<file path="config.mk">
export PLATFORM = sky130hd
export DESIGN_NAME = vend_change_dispenser_flat
export DESIGN_NICKNAME = d
export VERILOG_FILES = /design/src/rtl/vend_change_dispenser_pkg.sv /design/src/rtl/vend_change_dispenser_if.sv /design/src/rtl/vend_change_dispenser_coin_select.sv /design/src/rtl/vend_change_dispenser.sv /design/src/flat_wrapper.sv
export SDC_FILE = /design/constraint.sdc
export NUM_CORES = 1
export LEC_CHECK = 0
export CORE_MARGIN = 2
export CORE_UTILIZATION = 35
export DETAILED_ROUTE_END_ITERATION = 16
export GPL_ROUTABILITY_DRIVEN = 0
export GPL_TIMING_DRIVEN = 0
export PLACE_DENSITY = 0.63
export SLEW_MARGIN = 20
export SYNTH_ARGS = -nofsm -noshare
export SYNTH_HDL_FRONTEND = slang
export SYNTH_SLANG_ARGS = --single-unit
</file>
<file path="constraint.sdc">
create_clock -name clk -period 3.85 [get_ports clk]
set_input_delay 0.9625 -clock clk [delete_from_list [all_inputs] [get_ports clk]]
set_output_delay 0.9625 -clock clk [all_outputs]
set_load 0.005 [all_outputs]
</file>
<file path="src/rtl/vend_change_dispenser_pkg.sv">
// Shared denomination codes, unit values and FSM encoding for the change dispenser.
// Inventory tracking is compiled in only when VEND_INVENTORY_EN is defined.
package vend_pkg;

  typedef enum logic [1:0] {
    FIVE    = 2'b00,
    TEN     = 2'b01,
    FIFTEEN = 2'b10,
    TWENTY  = 2'b11
  } coin_e;

  localparam int unsigned NUM_DENOM = 4;

  typedef enum logic [1:0] {
    IDLE   = 2'b00,
    SELECT = 2'b01,
    ISSUE  = 2'b10,
    DONE   = 2'b11
  } state_e;

  // Codes are ordered so that value in 5-rupee units is code+1.
  function automatic logic [2:0] coin_units(input coin_e c);
    return {1'b0, c} + 3'd1;
  endfunction

endpackage

</file>
<file path="src/rtl/vend_change_dispenser_if.sv">
// Request/hopper bundle between the vending FSM (master) and the change dispenser (slave).
// refill/short are present only when VEND_INVENTORY_EN is defined.
interface vend_change_dispenser_if #(
  parameter int unsigned AMT_W = 5
);
  logic             req;
  logic [AMT_W-1:0] amount;
  logic             ready;
  logic             coin_valid;
  logic [1:0]       coin;
  logic             coin_ack;
  logic             done;
`ifdef VEND_INVENTORY_EN
  logic             refill;
  logic             short;

  modport master (
    output req, amount, coin_ack, refill,
    input  ready, coin_valid, coin, done, short
  );
  modport slave (
    input  req, amount, coin_ack, refill,
    output ready, coin_valid, coin, done, short
  );
`else
  modport master (
    output req, amount, coin_ack,
    input  ready, coin_valid, coin, done
  );
  modport slave (
    input  req, amount, coin_ack,
    output ready, coin_valid, coin, done
  );
`endif
endinterface

</file>
<file path="src/rtl/vend_change_dispenser_coin_select.sv">
// Combinational greedy picker: largest available denomination not exceeding the remainder.
module vend_coin_select
  import vend_pkg::*;
#(
  parameter int unsigned AMT_W = 5
) (
  input  logic [AMT_W-1:0]     rem_i,
  input  logic [NUM_DENOM-1:0] avail_i,
  output coin_e                code_o,
  output logic                 found_o
);

  // Ascending scan; a later (larger) fitting coin overrides a smaller one.
  always_comb begin
    code_o  = FIVE;
    found_o = 1'b0;
    for (int unsigned i = 0; i < NUM_DENOM; i++) begin
      if (avail_i[i] && (rem_i >= AMT_W'(coin_units(coin_e'(i[1:0]))))) begin
        code_o  = coin_e'(i[1:0]);
        found_o = 1'b1;
      end
    end
  end

endmodule

</file>
<file path="src/rtl/vend_change_dispenser.sv">
// Change dispenser: pays out a remainder coin by coin to a hopper using a greedy pick.
// Define VEND_INVENTORY_EN to add per-denomination coin counters, refill and short.
module vend_change_dispenser
  import vend_pkg::*;
#(
  parameter int unsigned AMT_W    = 5,
  parameter int unsigned INV_INIT = 15
) (
  input  logic                    clk,
  input  logic                    rst,
  vend_change_dispenser_if.slave  bus
);

  state_e               state_q, state_d;
  logic [AMT_W-1:0]     rem_q, rem_d;
  coin_e                coin_q, coin_d;
  logic [NUM_DENOM-1:0] avail;
  coin_e                pick;
  logic                 found;

  vend_coin_select #(.AMT_W(AMT_W)) u_select (
    .rem_i   (rem_q),
    .avail_i (avail),
    .code_o  (pick),
    .found_o (found)
  );

`ifdef VEND_INVENTORY_EN
  localparam int unsigned CNT_W = $clog2(INV_INIT + 1);

  logic [CNT_W-1:0] cnt_q [NUM_DENOM];
  logic             short_q, short_d;
  logic             xfer;

  assign xfer = (state_q == ISSUE) && bus.coin_ack;

  always_ff @(posedge clk or negedge rst) begin
    if (!rst) begin
      for (int unsigned i = 0; i < NUM_DENOM; i++) cnt_q[i] <= CNT_W'(INV_INIT);
    end else if (bus.refill) begin
      for (int unsigned i = 0; i < NUM_DENOM; i++) cnt_q[i] <= CNT_W'(INV_INIT);
    end else if (xfer) begin
      cnt_q[coin_q] <= cnt_q[coin_q] - CNT_W'(1);
    end
  end

  always_comb begin
    avail = '0;
    for (int unsigned i = 0; i < NUM_DENOM; i++) avail[i] = (cnt_q[i] != '0);
  end

  always_ff @(posedge clk or negedge rst) begin
    if (!rst) short_q <= 1'b0;
    else      short_q <= short_d;
  end

  assign bus.short = short_q;
`else
  assign avail = '1;
`endif

  always_ff @(posedge clk or negedge rst) begin
    if (!rst) begin
      state_q <= IDLE;
      rem_q   <= '0;
      coin_q  <= FIVE;
    end else begin
      state_q <= state_d;
      rem_q   <= rem_d;
      coin_q  <= coin_d;
    end
  end

  always_comb begin
    state_d = state_q;
    rem_d   = rem_q;
    coin_d  = coin_q;
`ifdef VEND_INVENTORY_EN
    short_d = short_q;
`endif
    case (state_q)
      IDLE: begin
        if (bus.req) begin
          rem_d   = bus.amount;
          state_d = (bus.amount != '0) ? SELECT : DONE;
        end
      end
      SELECT: begin
        if (found) begin
          coin_d  = pick;
          state_d = ISSUE;
        end else begin
          // Nothing payable remains in stock: abandon the remainder.
          rem_d   = '0;
          state_d = DONE;
`ifdef VEND_INVENTORY_EN
          short_d = 1'b1;
`endif
        end
      end
      ISSUE: begin
        if (bus.coin_ack) begin
          rem_d   = rem_q - AMT_W'(coin_units(coin_q));
          state_d = (rem_d != '0) ? SELECT : DONE;
        end
      end
      DONE: begin
        state_d = IDLE;
`ifdef VEND_INVENTORY_EN
        short_d = 1'b0;
`endif
      end
      default: state_d = IDLE;
    endcase
  end

  assign bus.ready      = (state_q == IDLE);
  assign bus.coin_valid = (state_q == ISSUE);
  assign bus.coin       = coin_q;
  assign bus.done       = (state_q == DONE);

endmodule

</file>
<file path="src/flat_wrapper.sv">
// flat-port wrapper written by rule: the top's interface ports become plain ports
module vend_change_dispenser_flat import vend_pkg::*;
#(
  parameter int unsigned AMT_W    = 5,
  parameter int unsigned INV_INIT = 15
)
  (clk, rst, bus_req, bus_amount, bus_coin_ack, bus_ready, bus_coin_valid, bus_coin, bus_done);
  vend_change_dispenser_if #(.AMT_W(AMT_W)) bus_i ();
  input  logic clk;
  input  logic rst;
  input wire logic [$bits(bus_i.req)-1:0] bus_req;
  input wire logic [$bits(bus_i.amount)-1:0] bus_amount;
  input wire logic [$bits(bus_i.coin_ack)-1:0] bus_coin_ack;
  output wire logic [$bits(bus_i.ready)-1:0] bus_ready;
  output wire logic [$bits(bus_i.coin_valid)-1:0] bus_coin_valid;
  output wire logic [$bits(bus_i.coin)-1:0] bus_coin;
  output wire logic [$bits(bus_i.done)-1:0] bus_done;
  assign bus_i.req = bus_req;
  assign bus_i.amount = bus_amount;
  assign bus_i.coin_ack = bus_coin_ack;
  assign bus_ready = bus_i.ready;
  assign bus_coin_valid = bus_i.coin_valid;
  assign bus_coin = bus_i.coin;
  assign bus_done = bus_i.done;
  vend_change_dispenser #(.AMT_W(AMT_W), .INV_INIT(INV_INIT)) u_core (.clk(clk), .rst(rst), .bus(bus_i));
endmodule
</file>
==> metrics.txt <==
syn avg cell area=9.55 um2; port buffer count=13; Initial Util=36.4%; GRT Residual Overflow=0; Setup TNS=0 ns; CTS tree=built; overall power=0.749 mW; Final ANT Viol Nets=0; Endpoint, Worst Hold=u_core.bus.coin[1]$_DFFE_PN0P_; HP Class=reg2reg; Max Slew Vio Count=0; vias per inst=5.41; register area share after synthesis=31.9%; P_leak=0.395 nW; CTS resizes=0; clock sinks=9; Root Buffer=clkbuf_4; min-delay src=u_core.bus.coin[1]$_DFFE_PN0P_; final wirelength=1.58 mm; routed len/inst=13.4 um; placed cells=114; crit-path max cell delay=0.54 ns; Critical R2R Launch=u_core.rem_q[0]$_DFFE_PN0P_; Worst R2R Path Depth=6; Peak VDD IR=393 uV; fmax=0.390 GHz; Nets=108; WP data arrival=1.60 ns; core area=0.00194 mm2; worst slew pin tran=0.403 ns; H-tree depth=1; Via Count=638; layout cells sized above 1=12.1%; largest net degree at the start of global routing=10; Die ar.=0.00240 mm2; Final Critical Period=2.56 ns; ant diodes=0; Layout Cells excl Fill=118; Syn. warnings=0; WP data required=2.89 ns; number of max-cap violations=0; worst clock skew=0.00404 ns; Residual DRC=0; clk_lat worst skew=0.26 ns; Final WS setup=1.29 ns; DP Worst Slack=1.31 ns; die height=48.9 um; final number of setup-violating endpoints=0; RSZ-0062 raised after global routing=no; P per Cell Area=835 mW/mm2; I/O pin total=14; initial antenna violation count=0; Area growth, synth to finish=26.9%; synth unique cells=32; status=finished clean; first-pass GRT wire length=2.68 mm; r2r setup slk=1.85 ns; DIE WIDTH=48.9 um; hold buffers post-CTS=0; Final Util=46.2%; FF-to-FF End=u_core.state_q[1]$_DFFE_PN0P_; crit-path cells=inv_1, ha_1, clkdlybuf4s50_1; number of global-route vias before repair=574; normalized max-slew margin=72.4%; cts bufs inserted=3; Detailed Route Iter0 Violations=14; post-synthesis cell count=74; drt first pass iters=4; # rows=16; Slowest cell on crit path=clkdlybuf4s50_1; CP Launch Type=flip-flop; CP max FO=6; WHS Path Cells=1; Worst Setup End Kind=output port; GRT Total Usage=14.6%; Fin. Hold Viols=0; Post-Syn Area=707 um2; setup bufs post-CTS=0; period utilization=66.6%; FF+latch count, synth=9; Syn Nets=90; Crit Path Category=reg2out; DP HPWL=1.24 mm; Longest Clk Path Bufs=2; Worst-path clk slew=0.06 ns
-- cells by family after synthesis --
logic type / after synthesis / synth area share, %
AOI/OAI and AO/OA: 22 / 23.9
and+or+nand+nor: 21 / 17.7
buffers and inverters: 11 / 6.37
DFF: 9 / 31.9
adders and majority gates: 7 / 13.5
xor gates and xnor gates: 2 / 2.48
muxes: 2 / 4.25
-- where the power goes --
group          internal, mW  switching (mW)
clock network        0.0397          0.0301
registers             0.138          0.0557
logic                 0.238           0.247
total                 0.416           0.333
-- area by class of cell --
type                       instances  area (um2)
multi-input combinational         54         437
tap                               27        33.8
sequential                         9         225
clock buffer                       4        26.3
timing repair buffer              13         130
inverter                          10        37.5
fill                             205        1040
buffer                             1        7.51
-- synthesized netlist by cell type --
master     count  area, um2
nand3_1        2       10.0
o21ai_0        6       30.0
ha_1           6       75.1
dfrtp_1        9        225
a22oi_1        1       7.51
buf_4          1       7.51
a21oi_1        1       5.00
nor3_1         5       25.0
xnor2_1        1       8.76
and3_1         1       6.26
o41ai_1        4       35.0
or3_4          1       11.3
o31ai_1        2       15.0
o22ai_2        1       12.5
a32oi_1        1       8.76
nor2b_1        1       6.26
mux2_4         2       30.0
o32a_1         1       10.0
a211o_1        1       8.76
or4_1          1       7.51
and3_2         1       7.51
nor4b_1        1       8.76
inv_1         10       37.5
a211oi_1       1       7.51
a22o_1         1       8.76
a21boi_2       1       11.3
nor2_1         4       15.0
nand2_1        3       11.3
fa_1           1       20.0
a2111oi_0      1       8.76
xor2_1         1       8.76
nor3_4         1       16.3
-- cell usage in the layout, fill, tap and decap left out, types with 2 or more instances in the layout --
cell type        synthesis  layout
dfrtp_1                  9       9
inv_1                   10      10
nor3_1                   5       5
clkbuf_4                 0       3
ha_1                     6       6
nand2_1                  3       3
mux2_4                   2       2
nand3_1                  2       2
o31ai_1                  2       2
o41ai_1                  4       4
clkdlybuf4s50_1          0      13
o21ai_0                  6       6
nor2_1                   4       4
-- flip-flops by register name, summed over array words and instances, names as in the netlist --
signal and cells:
u_core.state_q 2, u_core.bus.coin 2, u_core.rem_q 5
-- metal layers --
layer  wire length, um  part of all wire, %  global-route usage, %  vias to the layer above
li1                  -                    -                      -                      311
met1               764                   48                   20.0                      295
met2               689                   44                   21.5                       28
met3                96                  6.1                   3.37                        4
met4                30                  1.9                   7.14                        0
met5                 0                    0                      0                        -
-- worst max path at each step --
stage | start | endpoint | slack, ns
floorplan | bus_amount[1] | u_core.state_q[1]$_DFFE_PN0P_ | 1.83
global placement | bus_amount[1] | u_core.state_q[1]$_DFFE_PN0P_ | 1.31
detailed placement | bus_amount[1] | u_core.state_q[1]$_DFFE_PN0P_ | 1.31
CTS | u_core.state_q[0]$_DFFE_PN0P_ | bus_coin_valid | 1.27
global route | u_core.state_q[0]$_DFFE_PN0P_ | bus_coin_valid | 1.16
finish | u_core.state_q[0]$_DFFE_PN0P_ | bus_coin_valid | 1.29
-- metrics by stage --
step | area, um2 | hold WS, ns
after floorplan | 707 | 0.506
after global placement | 871 | 0.514
after detailed placement | 871 | 0.513
after CTS | 897 | 0.531
after global routing | 897 | 0.552
final | 897 | 0.540
-- critical path, delay by kind of cell, from the launching register on --
kind	cells	cell delay [ns]
adder cells (fa/ha/maj)	1	0.27
buffers and inverters	2	0.64
flip-flops	1	0.43
No activity file was read; power rests on OpenSTA's default activity.
